===== config.mk =====
export PLATFORM = sky130hd
export DESIGN_NAME = if_fetch_ctrl
export DESIGN_NICKNAME = d
export VERILOG_FILES = /design/src/rtl/if_fetch_ctrl_pkg.sv /design/src/rtl/if_inst_buf.sv /design/src/rtl/if_fetch_ctrl.sv
export SDC_FILE = /design/constraint.sdc
export NUM_CORES = 1
export LEC_CHECK = 0
export ABC_AREA = 1
export ABC_CLOCK_PERIOD_IN_PS = 1710
export BUFFER_PORTS_ARGS = -buffer_cell sky130_fd_sc_hd__buf_2
export CAP_MARGIN = 0
export CORE_ASPECT_RATIO = 0.7
export CORE_UTILIZATION = 45
export CTS_CLUSTER_SIZE = 30
export DETAILED_ROUTE_END_ITERATION = 8
export PLACE_DENSITY = 0.78
export SYNTH_ARGS = -nofsm -noshare
export SYNTH_HDL_FRONTEND = slang
export SYNTH_HIERARCHICAL = 1
export SYNTH_SLANG_ARGS = --single-unit

===== constraint.sdc =====
create_clock -name clk -period 1.71 [get_ports clk]
set_input_delay 0.342 -clock clk [delete_from_list [all_inputs] [get_ports clk]]
set_output_delay 0.342 -clock clk [all_outputs]
set_load 0.02 [all_outputs]

===== src/rtl/if_fetch_ctrl_pkg.sv =====
// Shared constants and types for the IF-stage fetch controller.
package if_fetch_ctrl_pkg;

  localparam int unsigned XLEN = 32;
  localparam logic [XLEN-1:0] RESET_PC_DEFAULT = 32'h1c000000;
  localparam logic [XLEN-1:0] PC_INCR = 32'd4;

  typedef enum logic [1:0] {
    ST_REQ  = 2'd0,
    ST_WAIT = 2'd1,
    ST_HOLD = 2'd2
  } fetch_state_e;

endpackage


===== src/rtl/if_inst_buf.sv =====
// Holds a returned instruction while the ID stage is stalled.
module if_inst_buf
  import if_fetch_ctrl_pkg::*;
(
  input  logic            clk,
  input  logic            rst,
  input  logic            we_i,
  input  logic            clr_i,
  input  logic [XLEN-1:0] d_i,
  output logic [XLEN-1:0] q_o
);

  logic [XLEN-1:0] data_q;

  always_ff @(posedge clk) begin
    if (rst || clr_i) begin
      data_q <= '0;
    end else if (we_i) begin
      data_q <= d_i;
    end
  end

  assign q_o = data_q;

endmodule


===== src/rtl/if_fetch_ctrl.sv =====
// IF-stage fetch controller: one outstanding SRAM-like request, redirect
// handling with cancel of in-flight data, and a valid/allowin handoff to ID.
module if_fetch_ctrl
  import if_fetch_ctrl_pkg::*;
#(
  parameter logic [31:0] RESET_PC = RESET_PC_DEFAULT
) (
  input  logic        clk,
  input  logic        rst,
  input  logic        excep_flush_i,
  input  logic [31:0] excep_pc_i,
  input  logic        branch_flush_i,
  input  logic [31:0] branch_pc_i,
  input  logic        next_allowin_i,
  output logic        inst_req_o,
  output logic [31:0] inst_addr_o,
  input  logic        inst_addr_ok_i,
  input  logic        inst_data_ok_i,
  input  logic [31:0] inst_rdata_i,
  output logic        to_next_valid_o,
  output logic [31:0] to_next_pc_o,
  output logic [31:0] to_next_inst_o
);

  fetch_state_e    state_q, state_d;
  logic [XLEN-1:0] pc_q, pc_d;
  logic            cancel_q, cancel_d;
  logic            buf_we, buf_clr;
  logic [XLEN-1:0] buf_q;

  logic            flush;
  logic [XLEN-1:0] flush_target;
  logic            valid;
  logic            handoff;

  assign flush        = excep_flush_i | branch_flush_i;
  assign flush_target = excep_flush_i ? excep_pc_i : branch_pc_i;

  assign valid = ((state_q == ST_WAIT && inst_data_ok_i && !cancel_q) ||
                  (state_q == ST_HOLD)) && !flush && !rst;
  assign handoff = valid && next_allowin_i;

  assign inst_req_o      = (state_q == ST_REQ) && !rst;
  assign inst_addr_o     = pc_q;
  assign to_next_valid_o = valid;
  assign to_next_pc_o    = pc_q;
  assign to_next_inst_o  = (state_q == ST_HOLD) ? buf_q : inst_rdata_i;

  // Next-state: a flush always retargets pc; whether a request is left
  // in flight decides between REQ and WAIT-with-cancel.
  always_comb begin
    state_d  = state_q;
    pc_d     = pc_q;
    cancel_d = cancel_q;
    buf_we   = 1'b0;
    buf_clr  = 1'b0;
    case (state_q)
      ST_REQ: begin
        if (flush) begin
          pc_d = flush_target;
          if (inst_addr_ok_i) begin
            state_d  = ST_WAIT;
            cancel_d = 1'b1;
          end
        end else if (inst_addr_ok_i) begin
          state_d = ST_WAIT;
        end
      end
      ST_WAIT: begin
        if (flush) begin
          pc_d = flush_target;
          if (inst_data_ok_i) begin
            state_d  = ST_REQ;
            cancel_d = 1'b0;
          end else begin
            cancel_d = 1'b1;
          end
        end else if (inst_data_ok_i) begin
          if (cancel_q) begin
            state_d  = ST_REQ;
            cancel_d = 1'b0;
          end else if (next_allowin_i) begin
            state_d = ST_REQ;
            pc_d    = pc_q + PC_INCR;
          end else begin
            state_d = ST_HOLD;
            buf_we  = 1'b1;
          end
        end
      end
      ST_HOLD: begin
        if (flush) begin
          state_d = ST_REQ;
          pc_d    = flush_target;
          buf_clr = 1'b1;
        end else if (handoff) begin
          state_d = ST_REQ;
          pc_d    = pc_q + PC_INCR;
        end
      end
      default: state_d = ST_REQ;
    endcase
  end

  always_ff @(posedge clk) begin
    if (rst) begin
      state_q  <= ST_REQ;
      pc_q     <= RESET_PC;
      cancel_q <= 1'b0;
    end else begin
      state_q  <= state_d;
      pc_q     <= pc_d;
      cancel_q <= cancel_d;
    end
  end

  if_inst_buf u_inst_buf (
    .clk   (clk),
    .rst   (rst),
    .we_i  (buf_we),
    .clr_i (buf_clr),
    .d_i   (inst_rdata_i),
    .q_o   (buf_q)
  );

endmodule


==> flow_metrics.tcl, run 1 <==
set metrics [dict create \
    start_kind "flop" \
    max_clock_freq_mhz 555 \
    timing.setup.tns_ns -2.70 \
    syn_to_final_growth_pct 46.9 \
    num_rows 31 \
    hold_violations 0 \
    yosysSeqAreaShare_pct 26.6 \
    postSynth.asyncResetShare_pct 0 \
    gp_congestion 0.939 \
    slowest_stage "dfxtp_4" \
    grt_max_degree 45 \
    worstPathCellList "inv_4 -> ha_4 -> inv_8 -> buf_16 -> nand2_1 -> nand2_1 -> buf_6" \
    placed_area_sq_mm 0.00610 \
    drive_above_1_share_pct 32.9 \
    worst_slew_pin_slew_ns 0.363 \
    fp.dieArea_sq_mm 0.0116 \
    critPathCaptureType "output pin" \
    maxSlewViolCount 0 \
    postCtsHoldBufs 0 \
    rsz0062_at_grt "yes" \
    core_sq_mm 0.0106 \
    drt_first_pass_iters 5 \
    clock-root-buffer "clkbuf_16" \
    crit_arrival_ns 1.46 \
    cts_tree "done" \
    io_buffer_count 200 \
    vias 6198 \
    clk_path_buf_depth 2 \
    cp_data_required_time_ns 1.37 \
    die_w_um 128 \
    initial_core_util_pct 47.5 \
    cts.sinks 67 \
    ant_nets 0 \
    final_area_sq_mm 0.00740 \
    drc 0 \
    die_y_um 90.5 \
    synth_edf_count 0 \
    setup_violations 49 \
    grt_pass1_vias 5532 \
    grt_pass1_wl_um 25900 \
    violations "negative setup slack" \
    synth_area_sq_mm 0.00503 \
    ys_warn_count 6 \
    post-route-period-util_pct 105 \
    skew_ns 0.00546 \
    antenna_found_initial 0 \
    p_leak_nw 3.83 \
    dp_hpwl_um 11100 \
    cpMostUsedCell "nand2_1" \
    yosysUniqueCellTypes 32 \
    hp-class "input port to flop" \
    cts.clk_slew.worst_paths_ns 0.06 \
    num_antenna_cells 0 \
    ys_ff_latch 67 \
    avgSynthCellArea_sq_um 5.63 \
    cts_max_level 3 \
    syn_inst 894 \
    timing_worst_setup_path_type "flop to output pin" \
    drt-initial-drc-count 569 \
    vdd_drop_max_mv 0.722 \
    wl_um 17300 \
    ys_dominant_reg_cell "dfxtp_1" \
    grt_overflow 0 \
    slew_headroom_pct 75.8 \
    wl_per_cell_um 13.8 \
    cp_max_fo 16 \
    slowest_delay_ns 0.37 \
    insertion_delay_ns 0.33 \
    worst_slack_ns -0.0913 \
    yosys.area.top_type "nand2_1" \
    synth_nets 1002 \
    layout_min_cycle_time_ns 1.80 \
    viasPerCell 4.95 \
    status "finished with violations" \
    synthTopCellsByArea "nand2_1, dfxtp_1, nor2_1" \
    yosysTopAreaCellShare_pct 28.3 \
    cts_buffers 9 \
    io_pins 201 \
    num-nets-final 1208 \
    fillers 911 \
    cap_viol_max_count 0 \
    powerDensity_mw_per_mm2 1090 \
    track_usage_pct 27.8 \
]
==> metrics by stage <==
stage          hold WS, ns  power, W  setup slack (ns)  utilization (%)  cells
6_report             0.314   0.00805           -0.0913             69.8   1253
2_1_floorplan        0.437   0.00428          -0.00591                -    894
3_5_place_dp         0.462   0.00511            -0.106             57.6   1214
5_1_grt              0.321   0.00846            -0.172             69.8   1253
4_1_cts              0.306   0.00768            -0.107             65.7   1238
3_3_place_gp         0.457   0.00509           0.00287             57.6   1214
==> per-layer routing <==
metal,wire (um),up-vias,track usage [%]
li1,-,3128,-
met1,7950,2758,38.9
met2,7500,289,43.4
met3,1630,23,5.86
met4,241,0,6.08
met5,0,-,0
==> power by group <==
part	leakage, nW	switching, W	internal, W	total (W)
Sequential	0.551	0.000304	0.00180	0.00210
Clock	0.159	0.000691	0.00135	0.00205
Combinational	3.12	0.00232	0.00158	0.00390
==> cell usage in the layout (no fill, tap or decap), types with 7 or more instances in the layout <==
cell,Yosys,final
buf_6,12,36
nor2_1,136,129
o21ai_1,15,17
nand2_4,1,13
inv_1,80,75
nor2_4,2,7
dfxtp_1,67,64
nand4_1,10,10
o21ai_0,18,15
a21oi_2,0,7
buf_4,36,46
clkbuf_16,0,13
buf_2,4,166
nand3_1,37,33
a21oi_1,36,28
nand2_2,3,21
nand2_1,380,349
==> repair_timing <==
action                                  in CTS  in global routing
pin swaps                                   17                 16
gates cloned                                 3                  8
resized for setup                          131                 57
setup buffers                                6                  7
endpoints found under the setup margin      76                 98
==> final cells by class <==
class	instances	area, sq um	share of cell area (%)
repair buffers	264	1930	26.1
repair inverters	1	16.3	0.220
clock inverters	4	72.6	0.981
multi-input cells	674	3230	43.6
clock buffers	12	256	3.47
inverters	83	360	4.87
flip-flops and latches	67	1350	18.3
well taps	148	185	2.50
==> kinds of logic after synthesis <==
logic type               after synthesis  synth area share, %
flip-flops                            67                 26.6
AND/OR/NAND/NOR                      591                 47.6
AO/OA/AOI/OAI                         77                 8.20
multiplexers                           1                0.199
buffers and inverters                153                 16.1
adder cells (fa/ha/maj)                5                 1.24
==> synth_stat cells, types with 3 or more instances <==
| library cell | count |
|---|---|
| nor3_1 | 5 |
| o21ai_0 | 18 |
| a21oi_1 | 36 |
| dfxtp_1 | 67 |
| nand3_1 | 37 |
| nor2_1 | 136 |
| buf_4 | 36 |
| nand4_1 | 10 |
| a31oi_1 | 4 |
| nand2_1 | 380 |
| or2_2 | 3 |
| buf_6 | 12 |
| inv_1 | 80 |
| o21ai_1 | 15 |
| nand2_2 | 3 |
| nor2_2 | 4 |
| clkbuf_1 | 18 |
| ha_1 | 5 |
| nand3b_1 | 6 |
| buf_2 | 4 |
==> worst paths after layout <==
check	from	slack [ns]	cells past startpoint	to
setup / recovery	state_q[0]	-0.09	7	to_next_inst_o[19]
hold / removal	inst_rdata_i[3]	0.31	5	u_inst_buf/q_o[3]
setup reg to reg	state_q[0]	-0.08	12	inst_addr_o[12]
hold reg to reg	u_inst_buf/q_o[5]	0.47	2	u_inst_buf/q_o[5]
==> state kept, by name (all words and copies together) (netlist names) <==
signal,count
inst_addr_o,32
u_inst_buf/q_o,32
state_q,2
cancel_q,1
==> critical path, delay by kind of cell (launching register included) <==
kind | cells | cell delay, ns
adders and majority gates | 1 | 0.19
buffers and inverters | 4 | 0.42
DFF | 1 | 0.37
and+or+nand+nor | 2 | 0.14
(Power assumes the default switching activity.)
==> run 2, diff against run 1 <==
--- a/config.mk
+++ b/config.mk
@@ -14,6 +14,7 @@
 export CTS_CLUSTER_SIZE = 30
 export DETAILED_ROUTE_END_ITERATION = 8
 export PLACE_DENSITY = 0.78
+export SKIP_CTS_REPAIR_TIMING = 1
 export SYNTH_ARGS = -nofsm -noshare
 export SYNTH_HDL_FRONTEND = slang
 export SYNTH_HIERARCHICAL = 1
==> run 2 against run 1 <==
  * The run still ends with negative setup slack left
  * Routed wire length shrank 5.2%
  * Total power shrank 4.8%
  * Global-route usage down 1.8 points
  * Sequential power hardly changed
  * Clock-buffer cell count unchanged
  * Utilization is 3.8 points lower
  * Fmax is 1.3% lower
==> flow_metrics.tcl, run 2 (same netlist as run 1, synthesis figures left out) <==
set metrics [dict create \
    status "finished with violations" \
    violations "negative setup slack" \
    grt_pass1_wl_um 24300 \
    wl_per_cell_um 13.2 \
    cts.clk_slew.worst_paths_ns 0.06 \
    ant_nets 0 \
    drt-initial-drc-count 382 \
    cp_data_required_time_ns 1.37 \
    placed_area_sq_mm 0.00610 \
    layout_common_cells "nand2_1, buf_2, nor2_1" \
    timing_worst_setup_path_type "flop to output pin" \
    core_sq_mm 0.0106 \
    grt_overflow 0 \
    fp.dieArea_sq_mm 0.0116 \
    setup_violations 35 \
    hold_end "u_inst_buf/q_o[3]" \
    io_pins 201 \
    vdd_drop_max_mv 0.787 \
    cts_tree "done" \
    slew_headroom_pct 76.6 \
    crit_arrival_ns 1.48 \
    rsz0062_at_grt "yes" \
    die_w_um 128 \
    cts_max_level 3 \
    dp_slack_ns -0.106 \
    grt_max_degree 45 \
    final_area_sq_mm 0.00699 \
    clock-root-buffer "clkbuf_16" \
    p_leak_nw 3.71 \
    cts_buffers 9 \
    cp_max_fo 16 \
    critPathCaptureType "output pin" \
    max_clock_freq_mhz 548 \
    initial_core_util_pct 47.5 \
    insertion_delay_ns 0.33 \
    hold_violations 0 \
    mostFrequentLayoutCell "nand2_1" \
    worst_slack_ns -0.115 \
    num-nets-final 1199 \
    reg2reg_to "inst_addr_o[17]" \
    drc 0 \
    post-route-period-util_pct 107 \
    fillers 995 \
    track_usage_pct 26.0 \
    power_w 0.00766 \
    hp-start "inst_rdata_i[3]" \
    grt_pass1_vias 5221 \
    drive_above_1_share_pct 29.3 \
    worst_slew_pin_slew_ns 0.351 \
    skew_ns 0.00585 \
    vias 6041 \
    hold_depth 5 \
    final_core_util_pct 66.0 \
    viasPerCell 4.86 \
    powerDensity_mw_per_mm2 1100 \
    die_y_um 90.5 \
    num_rows 31 \
    maxSlewViolCount 0 \
    drt_first_pass_iters 5 \
    timing.setup.tns_ns -2.53 \
    io_buffer_count 200 \
    r2r_slack_ns 0 \
    antenna_found_initial 0 \
    layout_min_cycle_time_ns 1.82 \
    num_antenna_cells 0 \
    syn_to_final_growth_pct 38.9 \
    start_kind "flop" \
    clk_path_buf_depth 2 \
    gp_congestion 0.939 \
    r2r-start "state_q[0]" \
    reg2reg_depth 11 \
    wl_um 16400 \
    cap_viol_max_count 0 \
    dp_hpwl_um 11100 \
    cts.sinks 67 \
    hp-class "input port to flop" \
]
run 2: cell types whose count changed in the layout (fill, tap and decap cells not counted), sizes merged:
cell	before	now
buf	260	251
clkinv	3	2
inv	82	83
run 2: power breakdown:
group	switching, W	total [W]	internal [W]
clock	0.000695	0.00205	0.00135
sequential	0.000301	0.00210	0.00180
combinational	0.00215	0.00352	0.00137
total	0.00314	0.00766	0.00452
run 2: worst max-delay path by stage:
| stage | from | endpoint | slack [ns] | cells past startpoint |
|---|---|---|---|---|
| 2_1_floorplan | state_q[0] | to_next_inst_o[10] | -0.006 | 7 |
| 3_3_place_gp | state_q[1] | u_inst_buf/q_o[21] | 0.003 | 10 |
| 3_5_place_dp | state_q[1] | u_inst_buf/q_o[21] | -0.11 | 10 |
| 4_1_cts | state_q[1] | to_next_valid_o | -0.38 | 7 |
| 5_1_grt | state_q[1] | to_next_valid_o | -0.19 | 7 |
| 6_report | state_q[0] | to_next_inst_o[19] | -0.11 | 7 |
run 2: cell type report:
class                           count  area, sq um  area share (%)
Clock buffer                       12          256            3.67
Clock inverter                      4         72.6            1.04
Inverter                           83          337            4.81
Multi-Input combinational cell    674         3060            43.7
Sequential cell                    67         1350            19.3
Tap cell                          148          185            2.65
Timing Repair Buffer              255         1720            24.7
Timing Repair inverter              1         8.76           0.125
run 2: layer usage:
| layer | part of all wire [%] | vias to the layer above | GRT usage [%] |
|---|---|---|---|
| li1 | - | 3115 | - |
| met1 | 48 | 2670 | 37.2 |
| met2 | 43 | 245 | 39.3 |
| met3 | 8.3 | 11 | 6.16 |
| met4 | 0.84 | 0 | 5.39 |
| met5 | 0 | - | 0 |
run 2: worst max-delay path: stages, from the launching register on:
cell	delay (ns)
dfxtp_4	0.36
inv_2	0.09
ha_4	0.19
inv_4	0.06
clkbuf_16	0.18
nand2_1	0.07
nand2_1	0.06
buf_4	0.15
run 2: per-stage QoR:
stage | hold WS, ns | instances
3_3_place_gp | 0.457 | 1214
5_1_grt | 0.321 | 1244
2_1_floorplan | 0.437 | 894
6_report | 0.315 | 1244
4_1_cts | 0.306 | 1230
3_5_place_dp | 0.462 | 1214
==> run 3, diff against run 2 <==
--- a/config.mk
+++ b/config.mk
@@ -14,6 +14,7 @@
 export CTS_CLUSTER_SIZE = 30
 export DETAILED_ROUTE_END_ITERATION = 8
 export PLACE_DENSITY = 0.78
+export SETUP_SLACK_MARGIN = 0.5
 export SKIP_CTS_REPAIR_TIMING = 1
 export SYNTH_ARGS = -nofsm -noshare
 export SYNTH_HDL_FRONTEND = slang
==> constraint.sdc (replaced) <==
create_clock -name clk -period 1.71 [get_ports clk]
set_input_delay 0.171 -clock clk [delete_from_list [all_inputs] [get_ports clk]]
set_output_delay 0.171 -clock clk [all_outputs]
set_load 0.02 [all_outputs]
==> run 3 against run 2 <==
  * The run still ends with negative setup slack left
  * Flip-flop and latch count is the same
  * Sequential power is 3% higher
  * Via count is 3.5% higher
  * Clock skew rose by 0.0051 ns
  * First-iteration DRC count rose by 33%
  * Non-clock buffer count is 2 higher
  * Register-to-register slack worse by 0.03 ns
  * Routed wire length is 6.6% higher
  * Clock power down 7%
  * Global-route usage up 0.21 points
  * Critical path depth is 3 higher
  * Worst hold slack worse by 0.16 ns
  * Largest cell class unchanged
  * Highest routed layer unchanged
==> flow_metrics.tcl, run 3 (same netlist as run 1, synthesis figures left out) <==
set metrics [dict create \
    status "finished with violations" \
    violations "negative setup slack" \
    worstPathCellList "inv_2 -> ha_4 -> inv_4 -> nor3_4 -> nand2_2 -> nor2_4 -> buf_12 -> clkbuf_16 -> nor2_1 -> nor2_1" \
    insertion_delay_ns 0.33 \
    vias 6251 \
    wl_per_cell_um 14.0 \
    track_usage_pct 26.2 \
    maxSlewViolCount 0 \
    layout_min_cycle_time_ns 1.74 \
    io_buffer_count 200 \
    grt_overflow 0 \
    crit_buf_inv 4 \
    critPathCaptureType "flop" \
    fp.dieArea_sq_mm 0.0116 \
    grt_pass1_vias 4970 \
    num_rows 31 \
    layout_common_cells "nand2_1, buf_2, nor2_1" \
    worst_slack_ns -0.0305 \
    drt_first_pass_iters 5 \
    start_kind "flop" \
    timing.setup.tns_ns -0.126 \
    vdd_drop_max_mv 0.604 \
    post-route-period-util_pct 102 \
    hold_violations 0 \
    skew_ns 0.0109 \
    timing_worst_setup_path_type "flop to flop" \
    setup_violations 14 \
    crit_arrival_ns 1.99 \
    cap_viol_max_count 0 \
    drc 0 \
    ant_nets 0 \
    slowest_delay_ns 0.36 \
    cts_tree "done" \
    antenna_found_initial 0 \
    clock-root-buffer "clkbuf_16" \
    crit_family "simple AND/OR/NAND/NOR gates" \
    num-nets-final 1201 \
    cp_max_fo 9 \
    mostFrequentLayoutCell "nand2_1" \
    die_w_um 128 \
    syn_to_final_growth_pct 49.9 \
    power_w 0.00805 \
    slowest_stage "dfxtp_4" \
    worst_slew_pin_slew_ns 0.390 \
    p_leak_nw 3.82 \
    dp_hpwl_um 11400 \
    cpMostUsedCell "nor2_1" \
    clk_path_buf_depth 2 \
    max_clock_freq_mhz 575 \
    cts.sinks 67 \
    grt_pass1_wl_um 24300 \
    rsz0062_at_grt "yes" \
    drt-initial-drc-count 509 \
    gp_congestion 0.916 \
    initial_core_util_pct 47.5 \
    cts_max_level 3 \
    cts.clk_slew.worst_paths_ns 0.06 \
    die_y_um 90.5 \
    num_antenna_cells 0 \
    io_pins 201 \
    cts_buffers 9 \
    hp-class "input port to flop" \
    viasPerCell 5.02 \
    drive_above_1_share_pct 39.2 \
    core_sq_mm 0.0106 \
    powerDensity_mw_per_mm2 1070 \
    wl_um 17500 \
    slew_headroom_pct 73.9 \
    grt_max_degree 45 \
    cp_data_required_time_ns 1.96 \
]
## run 3: cell count changes in the layout (fill, tap and decap cells not counted), moves of 9 or more
cell and change:
buf_4 -25, dfxtp_2 +13, dfxtp_1 -15, a21oi_2 +9, nand2_4 +14, nand2_1 -66
a21oi_1 -9, buf_6 +17, nand2_2 +54
## run 3: report_power, final
group	internal (W)	switching, W
registers	0.00182	0.000342
clock network	0.00117	0.000738
logic	0.00166	0.00232
## run 3: cell type report
type | instances | area, sq um
clock buffer | 10 | 239
multi-input combinational | 675 | 3390
sequential | 67 | 1370
fill | 900 | 3040
clock inverter | 6 | 62.6
timing repair buffer | 257 | 1950
inverter | 83 | 339
tap | 148 | 185
## run 3: worst min-delay path: cells and delay by family
kind / cells / cell delay, ns
buf+inv: 2 / 0.15
simple gates: 3 / 0.12
## run 3: stage by stage
step | worst slack [ns] | area (sq um) | cells | hold WS, ns | util, %
finish | -0.0305 | 7550 | 1246 | 0.150 | 71.3
global route | -0.143 | 7550 | 1246 | 0.159 | 71.3
CTS | -0.244 | 6560 | 1223 | 0.139 | 62.0
detailed placement | 0.0404 | 6260 | 1207 | 0.459 | 59.1
global placement | 0.101 | 6260 | 1207 | 0.454 | 59.1
floorplan | 0.195 | 5290 | 894 | 0.259 | -
## run 3: worst paths after layout
check | from | end | slack [ns] | depth (start not counted)
max | state_q[1] | u_inst_buf/q_o[13] | -0.03 | 10
min | inst_rdata_i[0] | u_inst_buf/q_o[0] | 0.15 | 5
max reg2reg | state_q[1] | u_inst_buf/q_o[13] | -0.03 | 10
min reg2reg | u_inst_buf/q_o[14] | u_inst_buf/q_o[14] | 0.47 | 2
## run 3: layer usage
layer	track usage, %	wire (um)
met1	39.5	7890
met2	38.6	7600
met5	0	0
met3	4.80	1780
met4	4.51	218
